[src/rtl/read_pointer_empty.sv]
// Read-side pointer and empty-flag logic for the async FIFO: owns the binary/Gray read
// pointers and derives empty, almost-empty, level and underflow from the synchronized write pointer.
module read_pointer_empty #(
  parameter int address_size           = 3,
  parameter int almost_empty_threshold = 1
) (
  input  logic                    read_clk,
  input  logic                    read_reset,
  input  logic                    read_increment,
  input  logic [address_size:0]   read_to_write_pointer,
  output logic [address_size-1:0] read_address,
  output logic [address_size:0]   read_pointer,
  output logic                    read_empty,
  output logic                    read_almost_empty,
  output logic [address_size:0]   read_level,
  output logic                    read_underflow
);

  localparam logic [address_size:0] threshold = almost_empty_threshold[address_size:0];

  logic [address_size:0] read_binary;
  logic [address_size:0] binary_next;
  logic [address_size:0] gray_next;
  logic [address_size:0] write_binary;
  logic [address_size:0] level_next;
  logic                  pop;

  always_comb begin
    pop          = read_increment & ~read_empty;
    binary_next  = read_binary + {{address_size{1'b0}}, pop};
    gray_next    = (binary_next >> 1) ^ binary_next;
    write_binary = '0;
    // Gray-to-binary: each bit is the XOR of all Gray bits at or above it
    for (int i = 0; i <= address_size; i++) begin
      write_binary[i] = ^(read_to_write_pointer >> i);
    end
    level_next   = write_binary - binary_next;
  end

  assign read_address = read_binary[address_size-1:0];

  always_ff @(posedge read_clk) begin
    if (read_reset) begin
      read_binary       <= '0;
      read_pointer      <= '0;
      read_empty        <= 1'b1;
      read_almost_empty <= 1'b1;
      read_level        <= '0;
      read_underflow    <= 1'b0;
    end else begin
      read_binary       <= binary_next;
      read_pointer      <= gray_next;
      // Compared against the post-pop pointer so the last pop empties on its own edge
      read_empty        <= (gray_next == read_to_write_pointer);
      read_almost_empty <= (level_next <= threshold);
      read_level        <= level_next;
      read_underflow    <= read_increment & read_empty;
    end
  end

endmodule

[config.mk]
export PLATFORM = sky130hd
export DESIGN_NAME = read_pointer_empty
export DESIGN_NICKNAME = d
export VERILOG_FILES = /design/src/rtl/read_pointer_empty.sv
export SDC_FILE = /design/constraint.sdc
export NUM_CORES = 1
export LEC_CHECK = 0
export ABC_CLOCK_PERIOD_IN_PS = 2400
export BUFFER_PORTS_ARGS = -buffer_cell sky130_fd_sc_hd__buf_2
export CAP_MARGIN = 25
export CORE_UTILIZATION = 47
export DETAILED_ROUTE_END_ITERATION = 8
export PLACE_DENSITY = 0.79
export RECOVER_POWER = 25
export SLEW_MARGIN = 20
export SYNTH_ARGS = -nofsm -noshare
export SYNTH_HDL_FRONTEND = slang
export SYNTH_SLANG_ARGS = --single-unit
[constraint.sdc]
create_clock -name read_clk -period 2.4 [get_ports read_clk]
set_input_delay 0.24 -clock read_clk [delete_from_list [all_inputs] [get_ports read_clk]]
set_output_delay 0.24 -clock read_clk [all_outputs]
set_load 0.1 [all_outputs]
# Word-level counts from Yosys, hierarchy flattened
# Index checks and enable logic that the tools add are counted.
[word_totals]
register_bits = 15
input_bits = 7
out_inout_bits = 14
elab_cells = 18
[op_classes]
n_addsub = 2
magnitude_cmp = 1
eq_ne = 1
bitwise = 4
reduce_logical = 4
[op_table]
columns = ["op", "count"]
rows = [
  ["$reduce_xor A4 Y1", 4],
  ["$add A4 B1 Y4", 1],
  ["$eq A4 B4 Y1", 1],
  ["$le A4 B1 Y1 const B", 1],
  ["$sub A4 B4 Y4", 1],
  ["$xor A3 B4 Y4", 1],
  ["$and A1 B1 Y1", 2],
  ["$not A1 Y1", 1],
]

# Logic depth before layout (Yosys ltp)
# Gate-level depths: netlist of the first run.
[logic_depth]
word_depth = 5
depth_mapped = 10
depth_no_buf = 10

# Worst setup path after synthesis of the first run
# No wires, ideal clock.
[synth_path]
path_kind = "flip-flop to flip-flop"
from = "register read_empty"
to = "register read_almost_empty"
setup_time_ns = 0.115
t_arrival_ns = 2.611
required_ns = 2.285
path_slack_ns = -0.327
path_stages_with_launch = 11
path_buffers = 0
synth_period_minus_slack_ns = 2.727
path_cell_list = "dfxtp_1 > nor2b_1 > ha_1 > ha_1 > xor2_1 > inv_1 > ha_1 > inv_1 > o21bai_2 > xnor2_1 > a31o_1"
[synth_between]
elab_chain_len = 5
[synth_rtl]
columns = ["item", "line_no", "text"]
rows = [
  ["from (decl)", "13", "output logic read_empty,"],
  ["from (signal assigned)", "54", "read_empty <= (gray_next == read_to_write_pointer);"],
  ["$not A1 Y1", "29", "pop = read_increment & ~read_empty;"],
  ["$and A1 B1 Y1", "29", ""],
  ["$add A4 B1 Y4", "30", "binary_next = read_binary + {{address_size{1'b0}}, pop};"],
  ["$sub A4 B4 Y4", "37", "level_next = write_binary - binary_next;"],
  ["$le A4 B1 Y1", "55", "read_almost_empty <= (level_next <= threshold);"],
  ["to (signal assigned)", "55", ""],
  ["to (decl)", "14", "output logic read_almost_empty,"],
]
# Every way passes these cells.
# A chain may end at the register's enable or synchronous reset.

# Worst setup path in the final report of the first run
# Ends and elaborated chain as after synthesis.

==> impl_metrics.yaml, run 1 <==
outcome:
  status: "finished, final reports clean"
setup_path:
  required_ns: 2.57
  r2r_end: "read_almost_empty"
  reg2regPathDepth: 10
  crit_type: "reg -> reg"
  ff2ff_setup_slack_ns: 0.22
  start_kind: "register"
  worst-path-max-fanout: 3
  worst_setup_path_end_kind: "register"
  reg2reg_from: "read_empty"
  worstPathArrival_ns: 2.35
power_and_ir_drop:
  vdd_drop_max_uv: 373
  leakage_nw: 0.393
  p_comb_share_pct: 40.0
  pwr-share-seq_pct: 37.1
  pwr-share-clk_pct: 22.9
  switching_share_pct: 42.3
  switchingPower_mw: 0.298
  powerDensity_nw_per_um2: 881
  p_int_mw: 0.406
place:
  placedCellCount: 100
  place_hpwl_um: 836
  portBuffers: 20
  placed_cell_area_um2: 773
  place.gp.congestion: 0.745
cts:
  cts_sinks: 14
  clkLatencyLatePin_ns: 0.27
  cts_root_buf: "clkbuf_4"
  cts-buffers-inserted: 3
  clk_pin_slew_ns: 0.08
  htree_levels: 1
  cts_buffer_depth: 2
  cts_tree: "done"
  cts_resized: 0
  cts_setup_buffers: 0
  cts_hold_buf: 0
grt:
  grt_pass1_wl_um: 1610
  grt_pass1_vias: 411
  grt_max_degree: 14
  overflow: 0
  antenna_found_initial: 0
  track_usage_pct: 15.8
sta:
  finalWorstPathRequiredPeriod_ns: 2.18
  maxClockFrequency_mhz: 459
  tightest_slew_ns: 1.17
  final_max_slew_viol_count: 0
  setup_violations: 0
  min_period_over_period_pct: 90.7
  fin_setup_tns_ns: 0
  clock_skew_ns: 0.00789
  relSlewSlack_pct: 22.6
  rsz0062_at_grt: "no"
  hold_violations: 0
synth:
  synth.distinct_cells: 18
  syn_avg_cell_area_um2: 9.79
  yosysWarnings: 0
  synth_top_cell_by_area: "dfxtp_1"
  synth_xor_area_share_pct: 23.7
  synth_seq_area_share_pct: 42.7
  synth_area_um2: 656
  syn-instance-count: 67
  ys_ff_latch: 14
  synthTopCellsByArea: "dfxtp_1, xnor2_1, ha_1"
  yosysTopAreaCellShare_pct: 42.7
  synth_nets: 79
  synth_top_family_by_area: "XOR/XNOR gates"
  synth_compound_area_share_pct: 4.58
  synth.area.mux_share_pct: 0
  yosys.area_share.simple_pct: 13.7
  synth_fa_ha_area_share_pct: 11.3
final_layout:
  instances_no_fill: 104
  nNetsFinal: 102
  fillers: 121
  syn_to_final_growth_pct: 21.9
  final_util_pct: 61.4
  fin_area_um2: 800
  layout_commonest_cell: "buf_2"
  drive_gt1_share_pct: 27.0
  layout_common_cells: "buf_2, dfxtp_1, nor2_1"
  n_antenna_cell: 0
detailed_routing:
  ant_nets: 0
  wl_per_cell_um: 9.94
  via_per_inst: 4.81
  num_vias: 500
  routed_wl_um: 1030
  drt-initial-drc-count: 8
  dr.pass1.iters: 4
  drc_errors: 0
hold_path:
  whs_endpoint: "read_underflow"
  worstHoldPathCells: 2
  holdCritPathClass: "in -> reg"
  min_from: "read_increment"
floorplan:
  ioPinCount: 21
  fp.dieArea_um2: 1550
  core_region_area_um2: 1300
  die_h_um: 39.4
  fp-row-count: 13
  fp.dieW_um: 39.4
  start_util_pct: 50.4
run:
  drv_cap: 0
-- cell type report --
type	instances	area, um2	area share, %
multi-input cells	46	349	43.7
flip-flops and latches	14	283	35.4
repair buffers	20	93.8	11.7
clock buffers	4	36.3	4.54
inverters	5	18.8	2.35
well taps	15	18.8	2.35
-- power groups by stage --
stage / clock network, mW / logic [mW] / registers [mW]
6_report: 0.161 / 0.281 / 0.261
5_1_grt: 0.181 / 0.299 / 0.265
3_3_place_gp: 0 / 0.284 / 0.265
3_5_place_dp: 0 / 0.286 / 0.267
2_1_floorplan: 0 / 0.0783 / 0.432
4_1_cts: 0.165 / 0.286 / 0.261
-- routing by layer --
metal  share of wire (%)  track usage [%]  up-vias
met1                  47             19.4      230
met2                  51             27.1       13
met5                   0                0        -
met3                 2.9             1.70        0
li1                    -                -      257
met4                   0             7.76        0
-- cells in the mapped netlist (all sizes together) --
library cell	instances
xnor2	8
maj3	1
nand2	2
inv	5
xnor3	1
a31o	1
o21bai	1
clkbuf	1
ha	5
xor2	7
nor2b	3
dfxtp	14
nand3	1
nor2	11
buf	1
nor3	1
and3	2
o21ai	2
-- state kept, by name, summed over array words and instances (netlist names) --
signal             count
read_underflow         1
read_pointer           4
read_level             4
read_empty             1
read_binary            3
read_almost_empty      1
-- per-stage QoR --
stage / total power, mW / setup slack, ns / hold slack (ns)
final: 0.704 / 0.222 / 0.208
after global routing: 0.745 / 0.0677 / 0.234
after CTS: 0.712 / 0.211 / 0.204
after detailed placement: 0.552 / 0.185 / 0.487
after global placement: 0.550 / 0.265 / 0.483
after floorplan: 0.510 / 0.0755 / 0.304
-- worst max-delay path, stage by stage (launching register included) --
cell and delay [ns]:
dfxtp_1 0.33, nor2b_1 0.11, ha_1 0.20, ha_1 0.22, xor2_1 0.23, inv_1 0.13
ha_1 0.31, inv_1 0.10, o21bai_2 0.09, xnor2_1 0.14, a31o_1 0.22
-- worst max path at each step --
stage,from,end,slack [ns],cells past startpoint
2_1_floorplan,read_binary[0],read_almost_empty,0.08,9
3_3_place_gp,read_increment,read_almost_empty,0.27,11
3_5_place_dp,read_increment,read_almost_empty,0.19,11
4_1_cts,read_empty,read_almost_empty,0.21,10
5_1_grt,read_empty,read_almost_empty,0.07,10
6_report,read_empty,read_almost_empty,0.22,10
-- cell families (layout without fill, tap and decap cells) --
logic type / after synthesis / count (layout)
AOI/OAI and AO/OA: 4 / 4
xor gates and xnor gates: 16 / 16
adders and majority gates: 6 / 6
buffers and inverters: 7 / 29
DFF: 14 / 14
and+or+nand+nor: 20 / 20
Power figures use the tool's default switching activity.
==> inputs of run 2 (changes only) <==
--- a/config.mk
+++ b/config.mk
@@ -5,7 +5,7 @@
 export SDC_FILE = /design/constraint.sdc
 export NUM_CORES = 1
 export LEC_CHECK = 0
-export ABC_CLOCK_PERIOD_IN_PS = 2400
+export ABC_CLOCK_PERIOD_IN_PS = 2430
 export BUFFER_PORTS_ARGS = -buffer_cell sky130_fd_sc_hd__buf_2
 export CAP_MARGIN = 25
 export CORE_UTILIZATION = 47
==> constraint.sdc (replaced) <==
create_clock -name read_clk -period 2.43 [get_ports read_clk]
set_input_delay 0.243 -clock read_clk [delete_from_list [all_inputs] [get_ports read_clk]]
set_output_delay 0.243 -clock read_clk [all_outputs]
set_load 0.1 [all_outputs]
==> impl_metrics.yaml, run 2 (same netlist as run 1, synthesis figures left out) <==
power_and_ir_drop:
  switchingPower_mw: 0.303
  p_comb_share_pct: 39.9
  powerDensity_nw_per_um2: 884
  p_total_mw: 0.707
  leakage_nw: 0.394
  pwr-share-clk_pct: 23.6
  pwr-share-seq_pct: 36.5
  switching_share_pct: 42.9
  vdd_drop_max_uv: 408
  p_int_mw: 0.403
final_layout:
  drive_gt1_share_pct: 27.0
  n_antenna_cell: 0
  layout_commonest_cell: "buf_2"
  layout_common_cells: "buf_2, dfxtp_1, nor2_1"
  top_regs: "read_level (4), read_pointer (4), read_binary (3)"
  syn_to_final_growth_pct: 21.9
  nNetsFinal: 102
sta:
  fin_setup_tns_ns: 0
  tightest_slew_ns: 1.17
  min_period_over_period_pct: 90.3
  maxClockFrequency_mhz: 456
  setup_violations: 0
  finalWorstPathRequiredPeriod_ns: 2.19
  relSlewSlack_pct: 22.5
  hold_violations: 0
  rsz0062_at_grt: "no"
  final_max_slew_viol_count: 0
  clock_skew_ns: 0.00140
setup_path:
  worst-path-max-fanout: 3
  critPathMaxStageDelay_ns: 0.36
  reg2regPathDepth: 10
  worst_setup_path_end_kind: "register"
  start_kind: "register"
  crit_family: "adder cells"
  path_buf_inv: 2
  required_ns: 2.61
  cp_num_cells: 10
  critPathMostFrequentCell: "ha_1"
  worstPathArrival_ns: 2.38
  crit_type: "reg -> reg"
  cp_cell_sequence: "nor2b_1 > ha_1 > ha_1 > xor2_1 > inv_1 > ha_1 > inv_1 > o21bai_2 > xnor2_1 > a31o_1"
  critPathSlowestCell: "dfxtp_1"
floorplan:
  start_util_pct: 50.4
  fp.dieW_um: 39.4
  core_region_area_um2: 1300
  ioPinCount: 21
  die_h_um: 39.4
  fp.dieArea_um2: 1550
  fp-row-count: 13
detailed_routing:
  drt-initial-drc-count: 11
  num_vias: 490
  routed_wl_um: 1180
  wl_per_cell_um: 11.3
  ant_nets: 0
  dr.pass1.iters: 6
  via_per_inst: 4.71
  drc_errors: 2
cts:
  cts-buffers-inserted: 3
  cts_root_buf: "clkbuf_4"
  htree_levels: 1
  cts_buffer_depth: 2
  clk_pin_slew_ns: 0.08
  cts_tree: "done"
  cts_resized: 0
  clkLatencyLatePin_ns: 0.28
  cts_setup_buffers: 0
  cts_sinks: 14
  cts_hold_buf: 0
outcome:
  violations: "design-rule violations"
  status: "finished with violations"
grt:
  overflow: 0
  track_usage_pct: 18.6
  antenna_found_initial: 0
  grt_pass1_wl_um: 1840
  grt_pass1_vias: 423
  grt_max_degree: 14
place:
  place_hpwl_um: 901
  portBuffers: 20
  place.gp.congestion: 0.752
run:
  drv_cap: 0
hold_path:
  holdCritPathClass: "in -> reg"
  worstHoldPathCells: 2
[run 2: layer usage]
metal / part of all wire [%] / track usage (%) / vias to the layer above
li1: - / - / 255
met1: 42 / 21.3 / 210
met2: 51 / 30.8 / 21
met3: 4.7 / 3.41 / 4
met4: 2.6 / 12.9 / 0
met5: 0 / 0 / -
[run 2: final cells by class]
class | count | area (um2)
Clock buffer | 4 | 36.3
Fill cell | 127 | 502
Inverter | 5 | 18.8
Multi-Input combinational cell | 46 | 349
Sequential cell | 14 | 283
Tap cell | 15 | 18.8
Timing Repair Buffer | 20 | 93.8
[run 2: through the flow]
step | setup slack, ns | instances | hold slack (ns) | cell area, um2 | util, %
2_1_floorplan | 0.0292 | 67 | 0.307 | 659 | -
3_3_place_gp | 0.285 | 100 | 0.470 | 771 | 59.2
3_5_place_dp | 0.199 | 100 | 0.481 | 771 | 59.2
4_1_cts | 0.251 | 104 | 0.208 | 807 | 62.0
5_1_grt | 0.0978 | 104 | 0.216 | 800 | 61.4
6_report | 0.236 | 104 | 0.211 | 800 | 61.4
[run 2: path summary, 6_finish.rpt]
| check | slack, ns | to | startpoint |
|---|---|---|---|
| setup / recovery | 0.24 | read_almost_empty | read_empty |
| hold / removal | 0.21 | read_underflow | read_increment |
| setup reg to reg | 0.24 | read_almost_empty | read_empty |
| hold reg to reg | 0.52 | read_underflow | read_empty |
[run 2: power by group through the flow]
stage                     logic (mW)  registers, mW  clock network (mW)
after floorplan               0.0774          0.427                   0
after detailed placement       0.285          0.263                   0
final                          0.282          0.258               0.167
after global placement         0.281          0.263                   0
after CTS                      0.286          0.258               0.170
after global routing           0.297          0.261               0.183
